[config.mk]
export PLATFORM = sky130hd
export DESIGN_NAME = relu_layer
export DESIGN_NICKNAME = d
export VERILOG_FILES = /design/src/rtl/nn_pkg.sv /design/src/rtl/relu_fp32.sv /design/src/rtl/relu_layer.sv
export SDC_FILE = /design/constraint.sdc
export NUM_CORES = 1
export LEC_CHECK = 0
export CORE_MARGIN = 2
export CORE_UTILIZATION = 49
export DETAILED_ROUTE_END_ITERATION = 7
export PLACE_DENSITY_LB_ADDON = 0.25
export SLEW_MARGIN = 25
export SYNTH_ARGS = -nofsm -noshare
export SYNTH_HDL_FRONTEND = slang
export SYNTH_SLANG_ARGS = --single-unit
export TNS_END_PERCENT = 5
[constraint.sdc]
create_clock -name clk -period 2.5 [get_ports clk]
set_clock_uncertainty 0.1 [all_clocks]
set_input_delay 0.25 -clock clk [delete_from_list [all_inputs] [get_ports clk]]
set_output_delay 0.25 -clock clk [all_outputs]
set_load 0.02 [all_outputs]
[src/rtl/nn_pkg.sv]
// Shared neural-network datapath definitions: float32 word type, IEEE-754
// field masks, the ReLU stage state encoding and a small width helper.
package nn_pkg;

  typedef logic [31:0] float32_t;

  localparam float32_t FP32_POS_ZERO = 32'h0000_0000;
  localparam float32_t FP32_EXP_MASK = 32'h7F80_0000;
  localparam float32_t FP32_MAN_MASK = 32'h007F_FFFF;

  typedef enum logic [1:0] {
    IDLE,
    RUN,
    DONE
  } relu_state_e;

  // Bits needed to index n items, never less than one.
  function automatic int idx_width(input int n);
    return (n > 1) ? $clog2(n) : 1;
  endfunction

endpackage

[src/rtl/relu_fp32.sv]
// Combinational single-element float32 ReLU done on the raw bit pattern.
// Anything with the sign bit set and every NaN collapse to +0.0; +inf and all
// positive values (subnormals included) pass through untouched.
module relu_fp32
  import nn_pkg::*;
(
  input  float32_t x,
  output float32_t y
);

  logic is_nan;

  assign is_nan = ((x & FP32_EXP_MASK) == FP32_EXP_MASK) && ((x & FP32_MAN_MASK) != FP32_POS_ZERO);
  assign y      = (x[31] || is_nan) ? FP32_POS_ZERO : x;

endmodule

[src/rtl/relu_layer.sv]
// Element-wise ReLU stage following the linear layer. The operand matrix is
// snapshotted on start and then walked LANES elements per cycle; results
// land in data_out at their flat position (row*SIZE + col, element i in bits
// [i*32 +: 32]). Handshake: enable level starts a run, done holds until
// enable drops.
// Optional build macro RELU_ARGMAX_EN adds argmax_out, the per-row index of
// the largest post-ReLU element (ties resolve to the lowest index).
module relu_layer
  import nn_pkg::*;
#(
  parameter int COUNT = 1,
  parameter int SIZE  = 2,
  parameter int LANES = 1
) (
  input  logic                        clk,
  input  logic                        rst,
  input  logic                        enable,
  output logic                        done,
  input  logic [COUNT*SIZE*32-1:0]    data_in,
  output logic [COUNT*SIZE*32-1:0]    data_out
`ifdef RELU_ARGMAX_EN
  ,
  output logic [COUNT*idx_width(SIZE)-1:0] argmax_out
`endif
);

  localparam int N     = COUNT * SIZE;
  localparam int DW    = N * 32;
  localparam int IDX_W = $clog2(N + 1);

  // A lane group must never straddle a row boundary.
  if (LANES < 1 || (SIZE % LANES) != 0) begin : g_bad_lanes
    $error("relu_layer: LANES must divide SIZE");
  end

  relu_state_e         state_reg, state_next;
  logic [DW-1:0]       buf_reg;
  logic [DW-1:0]       data_out_reg, data_out_next;
  logic [IDX_W-1:0]    idx_reg;
  logic                start, running, last_step;
  logic [LANES*32-1:0] lane_window;
  float32_t            lane_out [LANES];

  assign last_step = (idx_reg == IDX_W'(N - LANES));

  // State register
  always_ff @(posedge clk) begin
    if (rst) state_reg <= IDLE;
    else     state_reg <= state_next;
  end

  // Next-state: enable is only looked at in IDLE and DONE
  always_comb begin
    state_next = state_reg;
    case (state_reg)
      IDLE:    if (enable)    state_next = RUN;
      RUN:     if (last_step) state_next = DONE;
      DONE:    if (!enable)   state_next = IDLE;
      default:                state_next = IDLE;
    endcase
  end

  // Control outputs decoded from the current state
  always_comb begin
    start   = 1'b0;
    running = 1'b0;
    done    = 1'b0;
    case (state_reg)
      IDLE:    start   = enable;
      RUN:     running = 1'b1;
      DONE:    done    = 1'b1;
      default: ;
    endcase
  end

  // Operand snapshot and element index
  always_ff @(posedge clk) begin
    if (rst) begin
      buf_reg <= '0;
      idx_reg <= '0;
    end else if (start) begin
      buf_reg <= data_in;
      idx_reg <= '0;
    end else if (running) begin
      idx_reg <= idx_reg + IDX_W'(LANES);
    end
  end

  // The current lane group, shifted down to the bottom of the buffer
  assign lane_window = (LANES*32)'(buf_reg >> {idx_reg, 5'b0});

  for (genvar gi = 0; gi < LANES; gi++) begin : g_lane
    relu_fp32 u_relu (
      .x(lane_window[gi*32 +: 32]),
      .y(lane_out[gi])
    );
  end

  // Groups are LANES-aligned, so element gi is always served by lane gi % LANES
  for (genvar gi = 0; gi < N; gi++) begin : g_elem
    assign data_out_next[gi*32 +: 32] =
      (running && idx_reg == IDX_W'((gi / LANES) * LANES)) ? lane_out[gi % LANES]
                                                            : data_out_reg[gi*32 +: 32];
  end

  // Result register: cleared on start, filled group by group, held afterwards
  always_ff @(posedge clk) begin
    if (rst || start) data_out_reg <= '0;
    else              data_out_reg <= data_out_next;
  end

  assign data_out = data_out_reg;

`ifdef RELU_ARGMAX_EN
  localparam int AW = idx_width(SIZE);

  logic [IDX_W-1:0] cur_row;
  logic [AW-1:0]    col_base;

  assign cur_row  = idx_reg / IDX_W'(SIZE);
  assign col_base = AW'(idx_reg % IDX_W'(SIZE));

  for (genvar gi = 0; gi < COUNT; gi++) begin : g_row
    float32_t      best_reg, cand_val;
    logic [AW-1:0] arg_reg, cand_arg;

    // Post-ReLU words are non-negative, so an unsigned compare orders them;
    // strict > in ascending lane order keeps the lowest index on ties
    always_comb begin
      cand_val = best_reg;
      cand_arg = arg_reg;
      for (int l = 0; l < LANES; l++) begin
        if (lane_out[l] > cand_val) begin
          cand_val = lane_out[l];
          cand_arg = col_base + AW'(l);
        end
      end
    end

    // Running maximum for this row, updated only while its elements stream by
    always_ff @(posedge clk) begin
      if (rst || start) begin
        best_reg <= FP32_POS_ZERO;
        arg_reg  <= '0;
      end else if (running && cur_row == IDX_W'(gi)) begin
        best_reg <= cand_val;
        arg_reg  <= cand_arg;
      end
    end

    assign argmax_out[gi*AW +: AW] = arg_reg;
  end
`endif

endmodule

### After elaboration in Yosys (flattened, before gate mapping)

Index checks and enable logic that the tools add are counted.

* register bits: 132
* word-level logic and storage cells: 32
* output and inout bits: 65

* reductions and logical operators: 10
* shifts and indexed selects: 1
* equal/unequal tests: 7
* muxes and demuxes: 8
* add/sub/neg operators: 1

Operators with widths (number)
* right shift 64 x 7 -> 32 bit: 1
* 2-to-1 mux 32 bit: 1
* nonzero test 32 bit: 1
* == test 8 bit (second input constant): 1
* 2-to-1 mux 2 bit: 3
* != test 2 bit (second input constant): 3
* case mux 2 bit (3 select lines): 1
* == test 2 x 1 -> 1 bit (second input constant): 2
* logical NOT 2 bit: 2
* logical AND 1 bit: 3
* 2-to-1 mux 1 bit: 3
* AND reduction 3 bit: 1
* adder 2 x 1 -> 2 bit (second input constant): 1
* == test 2 bit (second input constant): 1
* logical OR 1 bit: 2
* OR reduction 2 bit: 1

### Depth between registers and ports, before layout

* depth in word-level cells: 5
* depth in mapped cells: 8

### Hierarchy

A second synthesis with hierarchy kept.

* cell total of the unflattened synthesis: 706
* area, all modules: 5584.1 µm²

Modules (own cells, without submodules)
* relu_layer: cells an instance 652, area each 5146.2 µm², times used 1, sequential area each 2642.5 µm²
* relu_fp32: cells an instance 54, area each 437.9 µm², times used 1, sequential area each 0.0 µm²

### Worst setup path before layout

No wires, ideal clock.

* path type: register to register
* start: reg idx_reg[0]
* end: reg data_out_reg[26], in the netlist data_out[26]
* path slack: 592 ps
* period minus slack after synthesis: 1908 ps
* arrival: 1749 ps
* cell stages (with the launch flop): 8
* buffers on the path: 2
* path through: dfxtp_1 > buf_2 > inv_1 > ha_1 > and2_1 > nor3_1 > clkbuf_1 > a221o_1

* word-level cells in the longest chain between the ends: 5
* elaborated cells between the ends (all ways): 8
* classes of those cells: eq/ne: 1; shift: 1; mux: 1; reduce/logical: 5

RTL lines
* from (decl): line relu_layer.sv:39 `logic [IDX_W-1:0] idx_reg;`
* from (signal assigned): line relu_layer.sv:85 `idx_reg <= idx_reg + IDX_W'(LANES);`
* right shift 64 x 7 -> 32 bit: line relu_layer.sv:90 `assign lane_window = (LANES*32)'(buf_reg >> {idx_reg, 5'b0});`
* nonzero test 32 bit / == test 8 bit (equally long branches): line relu_fp32.sv:13 `assign is_nan = ((x & FP32_EXP_MASK) == FP32_EXP_MASK) && ((x & FP32_MAN_MASK) != FP32_POS_ZERO);`
* logical AND 1 bit: line relu_fp32.sv:13
* logical OR 1 bit: line relu_fp32.sv:14 `assign y = (x[31] || is_nan) ? FP32_POS_ZERO : x;`
* 2-to-1 mux 32 bit: line relu_fp32.sv:14
* to (signal assigned): line relu_layer.sv:109 `else data_out_reg <= data_out_next;`
* to (decl): line relu_layer.sv:38 `logic [DW-1:0] data_out_reg, data_out_next;`

Several ways; a longest one is shown, not always the timed one.
A chain may end at the register's enable or synchronous reset.

### Worst setup path after layout

* start: reg idx_reg[0]
* end: reg data_out_reg[45], in the netlist data_out[45]

The elaborated chain is that of the path after synthesis.

==> flow_summary.json <==
{
  "most-common-layout-cells": "142 x nand2_1, 132 x dfxtp_1, 130 x clkdlybuf4s50_1, 67 x a21oi_1, 40 x a32o_1",
  "die_y_microns": 107.5,
  "synth_area_leaders": "dfxtp_1 50%, nand2_1 10%, a32o_1 7.6%, a21oi_1 6.4%, mux2_2 4.3%",
  "cts_resized": 0,
  "areaGrowthSynthToFinish_pct": 39.41,
  "endpoint_kind": "flop",
  "max_stage_delay_ns": 0.43,
  "numCtsBuffers": 17,
  "layout_commonest_cell": "nand2_1",
  "synth_cell_types": 37,
  "fill_cells": 809,
  "core-area_sq_um": 10370,
  "status": "finished clean",
  "ctsHoldBuffers": 0,
  "drive_above_1_share_pct": 11.05,
  "place_hpwl_microns": 10110,
  "grt_util_all_layers_pct": 26.66,
  "final_area_sq_um": 7321,
  "path_clk_slew_ns": 0.06,
  "gp_congestion": 0.8055,
  "ys_seq_area_share_pct": 50.32,
  "regArea_sq_um": 2643,
  "critPathMaxFanout": 52,
  "setup_viol": 0,
  "cts.sinks": 132,
  "power_density_nw_per_um2": 757.3,
  "grt_pass1_vias": 4701,
  "path_common_cell": "buf_4",
  "wirelength_microns": 15000,
  "dieArea_sq_um": 11560,
  "fin_nets": 771,
  "synth_top_area_share_pct": 50.32,
  "worstHoldPathType": "in2reg",
  "cts_setup_buffers": 0,
  "grt_remaining_overflow": 0,
  "postPlaceCellArea_sq_um": 6686,
  "multi_input_area_sq_um": 2424,
  "ys.warnings.count": 0,
  "grt_pass1_wl_microns": 23880,
  "yosysTopAreaCell": "dfxtp_1",
  "cp-start-kind": "flop",
  "first_pass_iters": 7,
  "avgSynthCellArea_sq_um": 8.992,
  "htree_levels": 4,
  "netlist_instances": 584,
  "synth_nets": 653,
  "std_cell_rows": 37,
  "worstPathArrival_ns": 2.56,
  "floorplan.initialDensity_pct": 50.64,
  "wl_per_cell_microns": 17.63,
  "tightestPinTransition_ns": 0.7112,
  "num_antenna_cells": 0,
  "crit_chain": "buf_4 -> nor2b_1 -> and4_1 -> o21ai_1 -> and2_1 -> buf_4 -> a32o_1",
  "syn_area_sq_um": 5251,
  "io_pins": 132,
  "ant_nets": 0,
  "min_period_over_period_pct": 88.01,
  "drt-initial-drc-count": 363,
  "clock_latency_ns": 0.54,
  "worst_ep_required_time_ns": 2.86,
  "port_buffers": 131,
  "vias": 4938,
  "drc_errors": 0,
  "finalMaxSlewViolations": 0,
  "die_w_microns": 107.5,
  "maxCapViolCount": 0,
  "max_slew_margin_pct": 52.43,
  "antenna_found_initial": 0,
  "crit_type": "reg2reg",
  "leakage_nw": 2.696,
  "tns_ns": 0,
  "synth.ff_latch_count": 132,
  "slowest_stage": "buf_4",
  "ir_drop_mv": 0.4523,
  "cts-root-buf": "clkbuf_8",
  "clockBufferDepth": 2,
  "fmaxAchievable_mhz": 454.5,
  "grt_start_max_net_pins": 70,
  "fin_crit_ns": 2.200,
  "finalHoldViolations": 0,
  "rsz0062_at_grt": "no",
  "viasPerCell": 5.803,
  "cts_tree": "yes"
}
## worst max-delay path, delay by kind of cell (launching register included)
kind	cells	cell delay (ns)
AOI/OAI and AO/OA	2	0.46
DFF	1	0.33
buffers and inverters	2	0.71
and+or+nand+nor	3	0.49
## stage by stage
step | worst slack (ns) | hold slack, ns | cells | total power [mW] | utilization, %
3_5_place_dp | 0.06595 | 0.3507 | 819 | 2.928 | 64.48
3_3_place_gp | 0.1294 | 0.3466 | 819 | 2.904 | 64.48
4_1_cts | 0.09607 | 0.1590 | 851 | 5.539 | 70.54
2_1_floorplan | 0.5916 | 0.2860 | 584 | 2.657 | -
5_1_grt | 0.1660 | 0.1354 | 851 | 5.707 | 70.60
6_report | 0.2997 | 0.1128 | 851 | 5.544 | 70.60
## where the power goes
group          internal [mW]  total, mW  switching [mW]
clock                   1.66       2.64           0.985
sequential              2.19       2.25          0.0666
combinational          0.269      0.649           0.380
## cell families after synthesis
logic type	after synthesis	share of synthesized area [%]
simple gates	227	19.30
mux	30	6.195
flops	132	50.32
compound gates	139	19.59
fa+ha+maj	2	0.4765
xor+xnor	1	0.1668
buf+inv	53	3.955
## synthesized netlist by cell type
master	number
nand2_1	142
dfxtp_1	132
a21oi_1	67
a32o_1	40
clkbuf_1	38
nor2_1	26
nand3_1	22
mux2_2	20
mux2i_1	10
o2111ai_1	10
and2_1	7
buf_2	7
nor4_1	7
a221o_1	6
a22o_1	6
buf_1	6
o2111a_1	6
nor3_1	5
nor2b_1	3
ha_1	2
inv_1	2
nand4_1	2
nand4b_1	2
o21ai_1	2
or4_1	2
a2111oi_0	1
and4_1	1
nand2b_1	1
nand3b_1	1
nor3_2	1
nor3b_2	1
nor4_2	1
nor4_4	1
nor4b_1	1
o22ai_1	1
or3b_2	1
xnor2_1	1
## per-layer routing
layer	up-vias	global-route usage, %	share of wire (%)
li1	2338	-	-
met1	2337	37.45	44
met2	232	40.48	46
met3	31	5.569	7.0
met4	0	9.524	2.1
met5	-	0	0
## final timing paths
path	from	cells after the start	end	slack (ns)
worst max-delay path	idx_reg[0]$_SDFFE_PP0P_	7	data_out[45]$_SDFFE_PP0P_	0.30
worst min-delay path	rst	4	data_out[60]$_SDFFE_PP0P_	0.11
worst max register to register	idx_reg[0]$_SDFFE_PP0P_	7	data_out[45]$_SDFFE_PP0P_	0.30
worst min register to register	buf_reg[24]$_SDFFE_PP0P_	2	buf_reg[24]$_SDFFE_PP0P_	0.36
## cell type report
class                      instances  area share, %
inverter                           2         0.1025
clock buffer                      18          5.845
sequential                       132          36.10
timing repair buffer             150          19.79
clock inverter                    14          2.735
tap                              136          2.324
multi-input combinational        399          33.11
Power figures use the tool's default switching activity.
